--- src/rtl/alu_arbiter.sv ---
// Two-requester round-robin front end for one shared 32-bit ALU, with a
// one-entry registered result slot tagged by the winning requester.
module alu_arbiter #(
    parameter bit PRIORITY_INIT = 1'b0
) (
    input  logic        clk,
    input  logic        reset,

    input  logic        req0_valid,
    output logic        req0_ready,
    input  logic [3:0]  req0_ctrl,
    input  logic [31:0] req0_in1,
    input  logic [31:0] req0_in2,
    input  logic [4:0]  req0_shamt,

    input  logic        req1_valid,
    output logic        req1_ready,
    input  logic [3:0]  req1_ctrl,
    input  logic [31:0] req1_in1,
    input  logic [31:0] req1_in2,
    input  logic [4:0]  req1_shamt,

    output logic        rsp_valid,
    input  logic        rsp_ready,
    output logic        rsp_id,
    output logic [31:0] rsp_data
);

    localparam int unsigned DATA_W  = 32;
    localparam int unsigned CTRL_W  = 4;
    localparam int unsigned SHAMT_W = 5;

    localparam logic [CTRL_W-1:0] OP_ADD  = 4'h1;
    localparam logic [CTRL_W-1:0] OP_AND  = 4'h2;
    localparam logic [CTRL_W-1:0] OP_OR   = 4'h3;
    localparam logic [CTRL_W-1:0] OP_SUB  = 4'h4;
    localparam logic [CTRL_W-1:0] OP_SLL  = 4'h5;
    localparam logic [CTRL_W-1:0] OP_SRL  = 4'h6;
    localparam logic [CTRL_W-1:0] OP_SRA  = 4'h7;
    localparam logic [CTRL_W-1:0] OP_LESS = 4'h8;
    localparam logic [CTRL_W-1:0] OP_NOR  = 4'h9;
    localparam logic [CTRL_W-1:0] OP_SLLV = 4'hA;
    localparam logic [CTRL_W-1:0] OP_SRLV = 4'hB;
    localparam logic [CTRL_W-1:0] OP_SRAV = 4'hC;

    // Single-pass ALU; unused codes evaluate to zero.
    function automatic logic [DATA_W-1:0] alu_eval(
        input logic [CTRL_W-1:0]  ctrl,
        input logic [DATA_W-1:0]  in1,
        input logic [DATA_W-1:0]  in2,
        input logic [SHAMT_W-1:0] shamt
    );
        logic [DATA_W-1:0]  res;
        logic [SHAMT_W-1:0] vsh;
        res = '0;
        vsh = in2[SHAMT_W-1:0];
        case (ctrl)
            OP_ADD:  res = in1 + in2;
            OP_AND:  res = in1 & in2;
            OP_OR:   res = in1 | in2;
            OP_SUB:  res = in1 - in2;
            OP_SLL:  res = in1 << shamt;
            OP_SRL:  res = in1 >> shamt;
            OP_SRA:  res = DATA_W'($signed(in1) >>> shamt);
            OP_LESS: res = DATA_W'($signed(in1) < $signed(in2));
            OP_NOR:  res = ~(in1 | in2);
            OP_SLLV: res = in1 << vsh;
            OP_SRLV: res = in1 >> vsh;
            OP_SRAV: res = DATA_W'($signed(in1) >>> vsh);
            default: res = '0;
        endcase
        return res;
    endfunction

    logic                prio_ptr;
    logic                slot_free;
    logic                grant0;
    logic                grant1;
    logic                xfer0;
    logic                xfer1;
    logic                sel1;
    logic [CTRL_W-1:0]   op_ctrl;
    logic [DATA_W-1:0]   op_in1;
    logic [DATA_W-1:0]   op_in2;
    logic [SHAMT_W-1:0]  op_shamt;
    logic [DATA_W-1:0]   alu_result;

    // Grant selection and ready generation; readies are forced low in reset.
    always_comb begin
        slot_free  = ~rsp_valid | rsp_ready;
        grant0     = req0_valid & (~req1_valid | ~prio_ptr);
        grant1     = req1_valid & (~req0_valid |  prio_ptr);
        req0_ready = ~reset & grant0 & slot_free;
        req1_ready = ~reset & grant1 & slot_free;
        xfer0      = req0_valid & req0_ready;
        xfer1      = req1_valid & req1_ready;
    end

    // Operand mux follows the transferring requester.
    always_comb begin
        sel1       = xfer1;
        op_ctrl    = sel1 ? req1_ctrl  : req0_ctrl;
        op_in1     = sel1 ? req1_in1   : req0_in1;
        op_in2     = sel1 ? req1_in2   : req0_in2;
        op_shamt   = sel1 ? req1_shamt : req0_shamt;
        alu_result = alu_eval(op_ctrl, op_in1, op_in2, op_shamt);
    end

    // Result slot and round-robin pointer; a consume and a load may share an edge.
    always_ff @(posedge clk) begin
        if (reset) begin
            rsp_valid <= 1'b0;
            rsp_id    <= 1'b0;
            rsp_data  <= '0;
            prio_ptr  <= PRIORITY_INIT;
        end else if (xfer0 | xfer1) begin
            rsp_valid <= 1'b1;
            rsp_id    <= xfer1;
            rsp_data  <= alu_result;
            prio_ptr  <= ~xfer1;
        end else if (rsp_valid & rsp_ready) begin
            rsp_valid <= 1'b0;
        end
    end

endmodule

--- config.mk ---
export PLATFORM = sky130hd
export DESIGN_NAME = alu_arbiter
export DESIGN_NICKNAME = d
export VERILOG_FILES = /design/src/rtl/alu_arbiter.sv
export SDC_FILE = /design/constraint.sdc
export NUM_CORES = 1
export LEC_CHECK = 0
export BUFFER_PORTS_ARGS = -buffer_cell sky130_fd_sc_hd__buf_2
export CORE_MARGIN = 4
export CORE_UTILIZATION = 25
export CTS_BUF_LIST = sky130_fd_sc_hd__clkbuf_8
export CTS_CLUSTER_DIAMETER = 150
export DETAILED_ROUTE_END_ITERATION = 10
export GPL_TIMING_DRIVEN = 0
export PLACE_DENSITY = 0.38
export SLEW_MARGIN = 5
export SYNTH_ARGS = -nofsm -noshare
export SYNTH_HDL_FRONTEND = slang
export SYNTH_SLANG_ARGS = --single-unit
--- constraint.sdc ---
create_clock -name clk -period 10.1 [get_ports clk]
set_input_delay 0.505 -clock clk [delete_from_list [all_inputs] [get_ports clk]]
set_output_delay 0.505 -clock clk [all_outputs]
set_load 0.01 [all_outputs]
==> results of run 1 <==
power breakdown:
part           switching, mW  total (mW)  internal (mW)
logic                  0.867        1.26          0.394
registers             0.0104       0.159          0.149
clock network         0.0739       0.128         0.0539
through the flow:
step	area [um2]	hold WS (ns)	total power, mW
after floorplan	13790	0.4632	0.8860
after global placement	15590	0.4500	1.384
after detailed placement	15650	0.4519	1.383
after CTS	15740	0.4705	1.515
after global routing	15740	0.4862	1.613
final	15750	0.4640	1.548
worst paths after layout:
check / start / to / slack [ns]
worst min register to register: rsp_data[31] / rsp_data[31] / 0.46
worst max register to register: prio_ptr / rsp_data[16] / 1.69
worst max-delay path: prio_ptr / rsp_data[16] / 1.69
worst min-delay path: rsp_data[31] / rsp_data[31] / 0.46
Yosys cell counts, types with 9 or more instances:
cell type  count  area (um2)
and3_1         9       56.30
mux4_2         9       202.7
nand2b_1      14       87.58
buf_4         17       127.6
a311oi_1      15       131.4
o21ai_0      107       535.5
ha_1          96        1201
o22ai_1       20       125.1
mux2_2        54       608.1
dfxtp_1       35       700.7
buf_2         41       205.2
inv_1         94       352.8
and2_1        11       68.82
mux2i_1      266        2663
o221ai_1      23       201.4
a22oi_1       28       210.2
o31a_1         9       78.83
a221oi_1      22       192.7
nor2_1       123       461.7
nand3_1       25       125.1
a211oi_1      26       195.2
nor2b_1       21       131.4
nand2_1      292        1096
a21o_1        19       142.6
or3_1         19       118.9
a221o_1       13       130.1
o2111ai_1     22       192.7
a2111oi_0     11       96.34
a21oi_1      130       650.6
clkbuf_1      68       255.2
o21ai_1       10       50.05
nor3_1        41       205.2
xnor2_1        9       78.83
a31oi_1       14       87.58
o211ai_1      36       270.3
logic make-up after synthesis:
logic type,count (synthesis),synth area share [%]
mux,344,27.06
compound gates,614,30.92
simple gates,597,19.54
fa+ha+maj,98,9.001
buf+inv,239,7.694
flops,35,5.081
xor+xnor,11,0.6987
metal layers:
metal / up-vias / wire (um)
li1: 7676 / -
met1: 8635 / 42540
met2: 834 / 43890
met3: 152 / 6358
met4: 4 / 3861
met5: - / 23
cell type report:
class                           count  area, um2  area share (%)
Antenna cell                        3      7.507         0.04768
Buffer                            139      683.2           4.339
Clock buffer                        6      82.58          0.5245
Clock inverter                      1      5.005         0.03179
Inverter                          100      377.9           2.400
Multi-Input combinational cell   1664      12060           76.58
Sequential cell                    35      700.7           4.450
Tap cell                          696      870.8           5.531
Timing Repair Buffer              188      959.7           6.095
worst min-delay path, cell delays in order (launching register included):
cell and delay [ns]:
dfxtp_1 0.34, nand2_1 0.05, nand3_1 0.05
state kept, by name, summed over array words and instances, names as in the netlist:
register   flops
rsp_data      32
rsp_valid      1
rsp_id         1
prio_ptr       1
==> summary.md, run 1 <==
| Metric | Value |
|---|---|
| TNS Setup | 0 ns |
| Worst relative slew slack | 8.520% |
| Placed insts | between 2000 and 3000 |
| Routed len/inst | roughly 34 um |
| Layout area overhead | 14.18% |
| Die width | between 200 and 250 um |
| Worst slew pin tran | approximately 1.3 ns |
| Met1 Use GR | a little over two fifths |
| Lkg Pwr | approximately 7 nW |
| Via/cell ratio | a little over 6 |
| Met2 Resource Use GR | about half |
| Setup slack after layout | between 1.5 and 2 ns |
| EDFF count, synth | 0 |
| Initial DRC Count | between 1500 and 2000 |
| Post_cts resized | 0 |
| Post-Place Worst Slack | roughly 1.5 ns |
| Die area | roughly 0.06 mm2 |
| CP bufs+invs | 7 |
| WS Path Type | reg -> reg |
| Fmax | 0.1188 GHz |
| Gr ovfl total | 0 |
| CP Capture Type | flip-flop |
| Max Slew Vio Count | 0 |
| CP Launch Type | flip-flop |
| Hold crit path type | reg -> reg |
| Total routed wirelength | about 97 mm |
| Slowest cell on crit path | o311ai_0 |
| Router iterations before antenna repair | 6 |
| FILL cells | between 6000 and 7000 |
| Initial Util | 25.42% |
| CTS tree | built |
| Max Cap Viol | 0 |
| DR DRC count | 0 |
| Syn_area_per_cell | around 7.1 um2 |
| TritonCTS Buffers | 5 |
| Root buffer cell | clkbuf_8 |
| Core area | about 0.054 mm2 |
| Htree depth | 2 |
| Worst Path Max Fanout | 11 |
| CP Cell Sequence | nand2b_2, nand4_4, buf_4, buf_4, buf_2, buf_2, buf_1, mux2i_1, inv_1, ha_1, inv_1, fa_1, o21ba_2, o311ai_0, a2bb2oi_1, nand2_1, a31o_2, o22ai_1, o21ai_0, o21ai_0, nor4_1, a211oi_1 |
| Register area share after synthesis | under 10% |
| GP Congestion | 1.001 |
| Most common library cell in the layout ignoring fill and taps | nand2_1 |
| Met3 Use GR | just over 4% |
| Gr usage total | between 30% and 40% |
| Synthesized cell area | between 0.01 and 0.015 mm2 |
| Most Used Layer, Global Route | met2 |
| Yosys warnings | 0 |
| Min cycle time layout | ~8.4 ns |
| Post-route ant nets | 0 |
| IO buf count | approximately 190 |
| CP required | 10.28 ns |
| Max incr delay on CP | just over 1 ns |
| Final Cycle Share | a little over four fifths |
| Largest net degree at the start of global routing | 12 |
| Synth cell types | 92 |
| Asr flop ratio synth | 0% |
| Post-CTS setup buffer count | 0 |
| Core Util, Final | between 20% and 30% |
| Vias in the first global route | about 17000 |
| #FFs+latches synth | 35 |
| RSZ-0062 raised after global routing | false |
| Clock Skew | ~0.011 ns |
| Top FF cell, synth | dfxtp_1 |
| Fin nets | 2382 |
| Hold Path Cell Cnt | 2 |
| Post-Synthesis Cells | between 1500 and 2000 |
| Post-Syn Nets | 2187 |
| First-pass GRT wire length | 133.2 mm |
| Chip height | around 240 um |
| VDD IR max | 0.00004060 V |
| Ports | around 190 |
| # setup viols final | 0 |
| Row count | 85 |
| Number of hold buffers added after cts | 0 |
| Commonest cells after routing, fill and taps aside | 292 x nand2_1, 265 x mux2i_1, 226 x buf_2, 130 x a21oi_1, 123 x nor2_1 |
| Final Hold Fails | 0 |
| Initial antenna violation count | 4 |
| Share of cells above drive strength 1 | 17.35% |
| Worst Path Arrival | roughly 8.6 ns |
| Power Density | about 98 mW/mm2 |
| Outcome | finished clean |
| Final HPWL DP | around 81 mm |
| Reg clk slew, reported paths | about 0.09 ns |
| Clk sinks | 35 |
| Worst path top cell family by delay | compound AO/OA/AOI/OAI gates |
| Non-filler cells in the finished layout | 2832 |
| Via count | ~17000 |
| Clock tree buffer depth | 2 |
| Clock latency on the worst-skew pair | 0.35 ns |
| Crit path depth | 22 |
| Worst Reg2Reg Path Length in Cells | 22 |
(Power assumes the default switching activity.)
==> inputs of run 2 (changes only) <==
- ABC_AREA: not set -> 1
- PLACE_DENSITY: 0.38 -> 0.4
- clock period: 10.1 -> 7.6 ns (I/O delays scaled with it)
==> run 2 against run 1 <==
Effect of this change:
- wire length down 11%
- register-to-register slack worse by 0.92 ns
- fmax up 23%
- hold slack worse by 0.13 ns
- clock skew down 0.0029 ns
- first-iteration DRC count up 36%
- clock-buffer cell count unchanged
- non-clock buffer count up 2
- global-route usage down 2.3 points
- clock power up 9%
- combinational power up 44%
- highest routed layer unchanged
==> summary.md, run 2 <==
| Metric | Value |
|---|---|
| Clock tree buffer depth | 2 (unchanged) |
| Hold crit path type | in -> reg (was reg -> reg) |
| Synth area leader | nand2_1 (was mux2i_1) |
| Power, Total | 2.174 mW (was 1.548 mW) |
| Die width | 237.6 um (was 242.9 um) |
| Commonest cells after routing, fill and taps aside | 794 x nand2_1, 464 x nand3_1, 240 x buf_2, 236 x inv_1, 160 x o21ai_0 (was 292 x nand2_1, 265 x mux2i_1, 226 x buf_2, 130 x a21oi_1, 123 x nor2_1) |
| Synthesized cell area | 0.01317 mm2 (was 0.01379 mm2) |
| Synth cell types | 50 (was 92) |
| Row count | 83 (was 85) |
| Power Density | 143.7 mW/mm2 (was 98.34 mW/mm2) |
| Synth area leaders | nand2_1 23%, nand3_1 18%, ha_1 9.1%, inv_1 6.7%, o21ai_0 6.1% (was mux2i_1 19%, ha_1 8.7%, nand2_1 7.9%, dfxtp_1 5.1%, a21oi_1 4.7%) |
| Gr usage total | 28.79% (was 31.11%) |
| Max incr delay on CP | 0.95 ns (was 1.03 ns) |
| Pint | 0.7750 mW (was 0.5967 mW) |
| Initial Util | 25.47% (was 25.42%) |
| Hold path startpoint | reset (was rsp_data[31]) |
| Routed len/inst | 25.05 um (was 34.14 um) |
| Post-route ant nets | 0 (unchanged) |
| Outcome | finished clean (unchanged) |
| Chip height | 237.6 um (was 242.9 um) |
| Worst relative slew slack | 10.27% (was 8.520%) |
| CP Capture Type | flip-flop (unchanged) |
| FILL cells | 6168 (was 6099) |
| Post-CTS setup buffer count | 0 (unchanged) |
| Final Cycle Share | 89.98% (was 83.32%) |
| Top-count cell post-synth | nand2_1 (unchanged) |
| Synth top cells by count | 794 x nand2_1, 464 x nand3_1, 236 x inv_1 (was 292 x nand2_1, 266 x mux2i_1, 130 x a21oi_1) |
| Top FF cell, synth | dfxtp_1 (unchanged) |
| Worst Reg2Reg Path Length in Cells | 25 (was 22) |
| RSZ-0062 raised after global routing | false (unchanged) |
| Asr flop ratio synth | 0% (unchanged) |
| Core Util, Final | 29.25% (was 29.03%) |
| Via/cell ratio | 5.474 (was 6.109) |
| Placed insts | 3413 (was 2822) |
| Clk pwr share | 6.4% (was 8.3%) |
| FF-to-FF End | rsp_data[14] (was rsp_data[16]) |
| Via count | 18740 (was 17300) |
| Final HPWL DP | 71.48 mm (was 81.35 mm) |
| R2R Setup Slk | 0.76 ns (was 1.69 ns) |
| Register area share after synthesis | 5.319% (was 5.081%) |
| Worst Path Max Fanout | 10 (was 11) |
| CP Launch Type | flip-flop (unchanged) |
| #FFs+latches synth | 35 (unchanged) |
| Vias in the first global route | 17450 (was 16610) |
| Root buffer cell | clkbuf_8 (unchanged) |
| Share of cells above drive strength 1 | 13.25% (was 17.35%) |
| Worst Hold End | rsp_data[16] (was rsp_data[31]) |
| Layout area overhead | 14.83% (was 14.18%) |
| Post_cts resized | 0 (unchanged) |
| WS Path Type | reg -> reg (unchanged) |
| DR DRC count | 0 (unchanged) |
| TNS Setup | 0 ns (unchanged) |
| Total routed wirelength | 85.77 mm (was 96.67 mm) |
| Slowest cell on crit path | clkbuf_1 (was o311ai_0) |
| Initial antenna violation count | 8 (was 4) |
| Max Slew Vio Count | 0 (unchanged) |
| Min cycle time layout | 6.839 ns (was 8.415 ns) |
| Number of flip-flops under the largest register name | 32 (unchanged) |
| R2R Path Start | rsp_valid (was prio_ptr) |
| Post-Syn Nets | 2793 (was 2187) |
| Clk sinks | 35 (unchanged) |
| Most frequent CP cell | nand2_1 |
| Top reg by flops | rsp_data (unchanged) |
| Core area | 0.05172 mm2 (was 0.05424 mm2) |
| GP Congestion | 1.083 (was 1.001) |
| Psw | 1.399 mW (was 0.9516 mW) |
| Net Sw Frac | 64.35% (was 61.46%) |
| First-pass GRT wire length | 120.8 mm (was 133.2 mm) |
| VDD IR max | 0.00005851 V (was 0.00004060 V) |
| Die area | 0.05643 mm2 (was 0.05898 mm2) |
| Non-filler cells in the finished layout | 3424 (was 2832) |
| Clock latency on the worst-skew pair | 0.29 ns (was 0.35 ns) |
| Max Cap Viol | 0 (unchanged) |
| Reg power frac | 9.7% (was 10.3%) |
| Number of hold buffers added after cts | 0 (unchanged) |
| Post-Synthesis Cells | 2544 (was 1938) |
| Logic pwr share | 83.9% (was 81.5%) |
| Lkg Pwr | 7.834 nW (was 7.066 nW) |
| Yosys warnings | 0 (unchanged) |
| Reg clk slew, reported paths | 0.07 ns (was 0.09 ns) |
| Setup slack after layout | 0.7612 ns (was 1.685 ns) |
| Hold Path Cell Cnt | 2 (unchanged) |
| TritonCTS Buffers | 5 (unchanged) |
| Fmax | 0.1462 GHz (was 0.1188 GHz) |
| Post-Place Worst Slack | 0.5216 ns (was 1.452 ns) |
| CTS tree | built (unchanged) |
| Area share of the largest cell type after synthesis | 22.62% (was 19.31%) |
| Clock Skew | 0.008603 ns (was 0.01147 ns) |
| Worst Path Arrival | 6.99 ns (was 8.60 ns) |
| Router iterations before antenna repair | 8 (was 6) |
| IO buf count | 185 (unchanged) |
| Largest net degree at the start of global routing | 11 (was 12) |
| Syn_area_per_cell | 5.178 um2 (was 7.115 um2) |
| Htree depth | 2 (unchanged) |
| Fin nets | 2989 (was 2382) |
| Gr ovfl total | 0 (unchanged) |
| Ports | 187 (unchanged) |
| CP required | 7.75 ns (was 10.28 ns) |
| # setup viols final | 0 (unchanged) |
| Final Hold Fails | 0 (unchanged) |
| EDFF count, synth | 0 (unchanged) |
| Initial DRC Count | 2192 (was 1616) |
| Most common library cell in the layout ignoring fill and taps | nand2_1 (unchanged) |
| Worst slew pin tran | 1.312 ns (was 1.334 ns) |
-- run 2: changes by cell type after synthesis, sizes merged, moves of 39 or more --
cell   previous run  this run
nand3            25       466
mux2             56         0
nand2           292       805
nor2            123       162
o21ai           118       252
inv             100       251
mux2i           279         1
-- run 2: routing by layer --
layer | vias to the layer above | track usage [%] | wire length (um)
met4 | 4 | 10.54 | 3842
li1 | 8903 | - | -
met5 | - | 0 | 22
met1 | 8694 | 40.94 | 38100
met3 | 153 | 4.362 | 7576
met2 | 988 | 43.99 | 36220
-- run 2: critical path: cells and delay by family, from the launching register on --
kind            cells  cell delay, ns
fa+ha+maj           1            0.18
simple gates       11            1.99
xor+xnor            1            0.19
flops               1            0.32
compound gates      5            1.27
buf+inv             7            2.70
-- run 2: how the worst max path moves through the flow --
| stage | start | to | slack (ns) | cells after the start |
|---|---|---|---|---|
| after global routing | rsp_valid | rsp_data[14] | 0.30 | 25 |
| after detailed placement | rsp_ready | rsp_data[14] | 0.52 | 27 |
| after floorplan | rsp_ready | rsp_data[29] | 3.52 | 24 |
| final | rsp_valid | rsp_data[14] | 0.76 | 25 |
| after CTS | rsp_valid | rsp_data[14] | 0.70 | 25 |
| after global placement | rsp_ready | rsp_data[14] | 0.48 | 27 |
-- run 2: cell families (layout without fill, tap and decap cells) --
family	count (synthesis)	in the layout	share of synthesized area (%)
simple gates	1495	1495	48.86
compound gates	506	506	22.56
buf+inv	393	589	12.71
fa+ha+maj	98	98	9.422
flops	35	35	5.319
xor+xnor	16	16	1.064
mux	1	1	0.07598
other cells	0	4	0
-- run 2: power groups by stage --
stage | combinational, mW | sequential [mW] | clock [mW]
2_1_floorplan | 1.10 | 0.223 | 0
3_3_place_gp | 1.77 | 0.215 | 0
3_5_place_dp | 1.77 | 0.216 | 0
4_1_cts | 1.77 | 0.212 | 0.145
5_1_grt | 1.97 | 0.213 | 0.154
6_report | 1.82 | 0.211 | 0.139
-- run 2: area by class of cell --
class	instances	area [um2]	area share [%]
diodes	4	10.01	0.06617
plain buffers	140	721.9	4.773
clock buffers	6	82.58	0.5459
clock inverters	1	5.005	0.03309
inverters	253	952.2	6.294
multi-input cells	2116	10830	71.56
flip-flops and latches	35	700.7	4.632
well taps	680	850.8	5.624
repair buffers	189	978.4	6.468
-- run 2: per-stage QoR --
stage               hold slack (ns)  area (um2)
CTS                          0.3233       15110
finish                       0.3334       15130
global placement             0.4557       14950
floorplan                    0.4802       13170
detailed placement           0.4560       15030
global route                 0.3203       15120
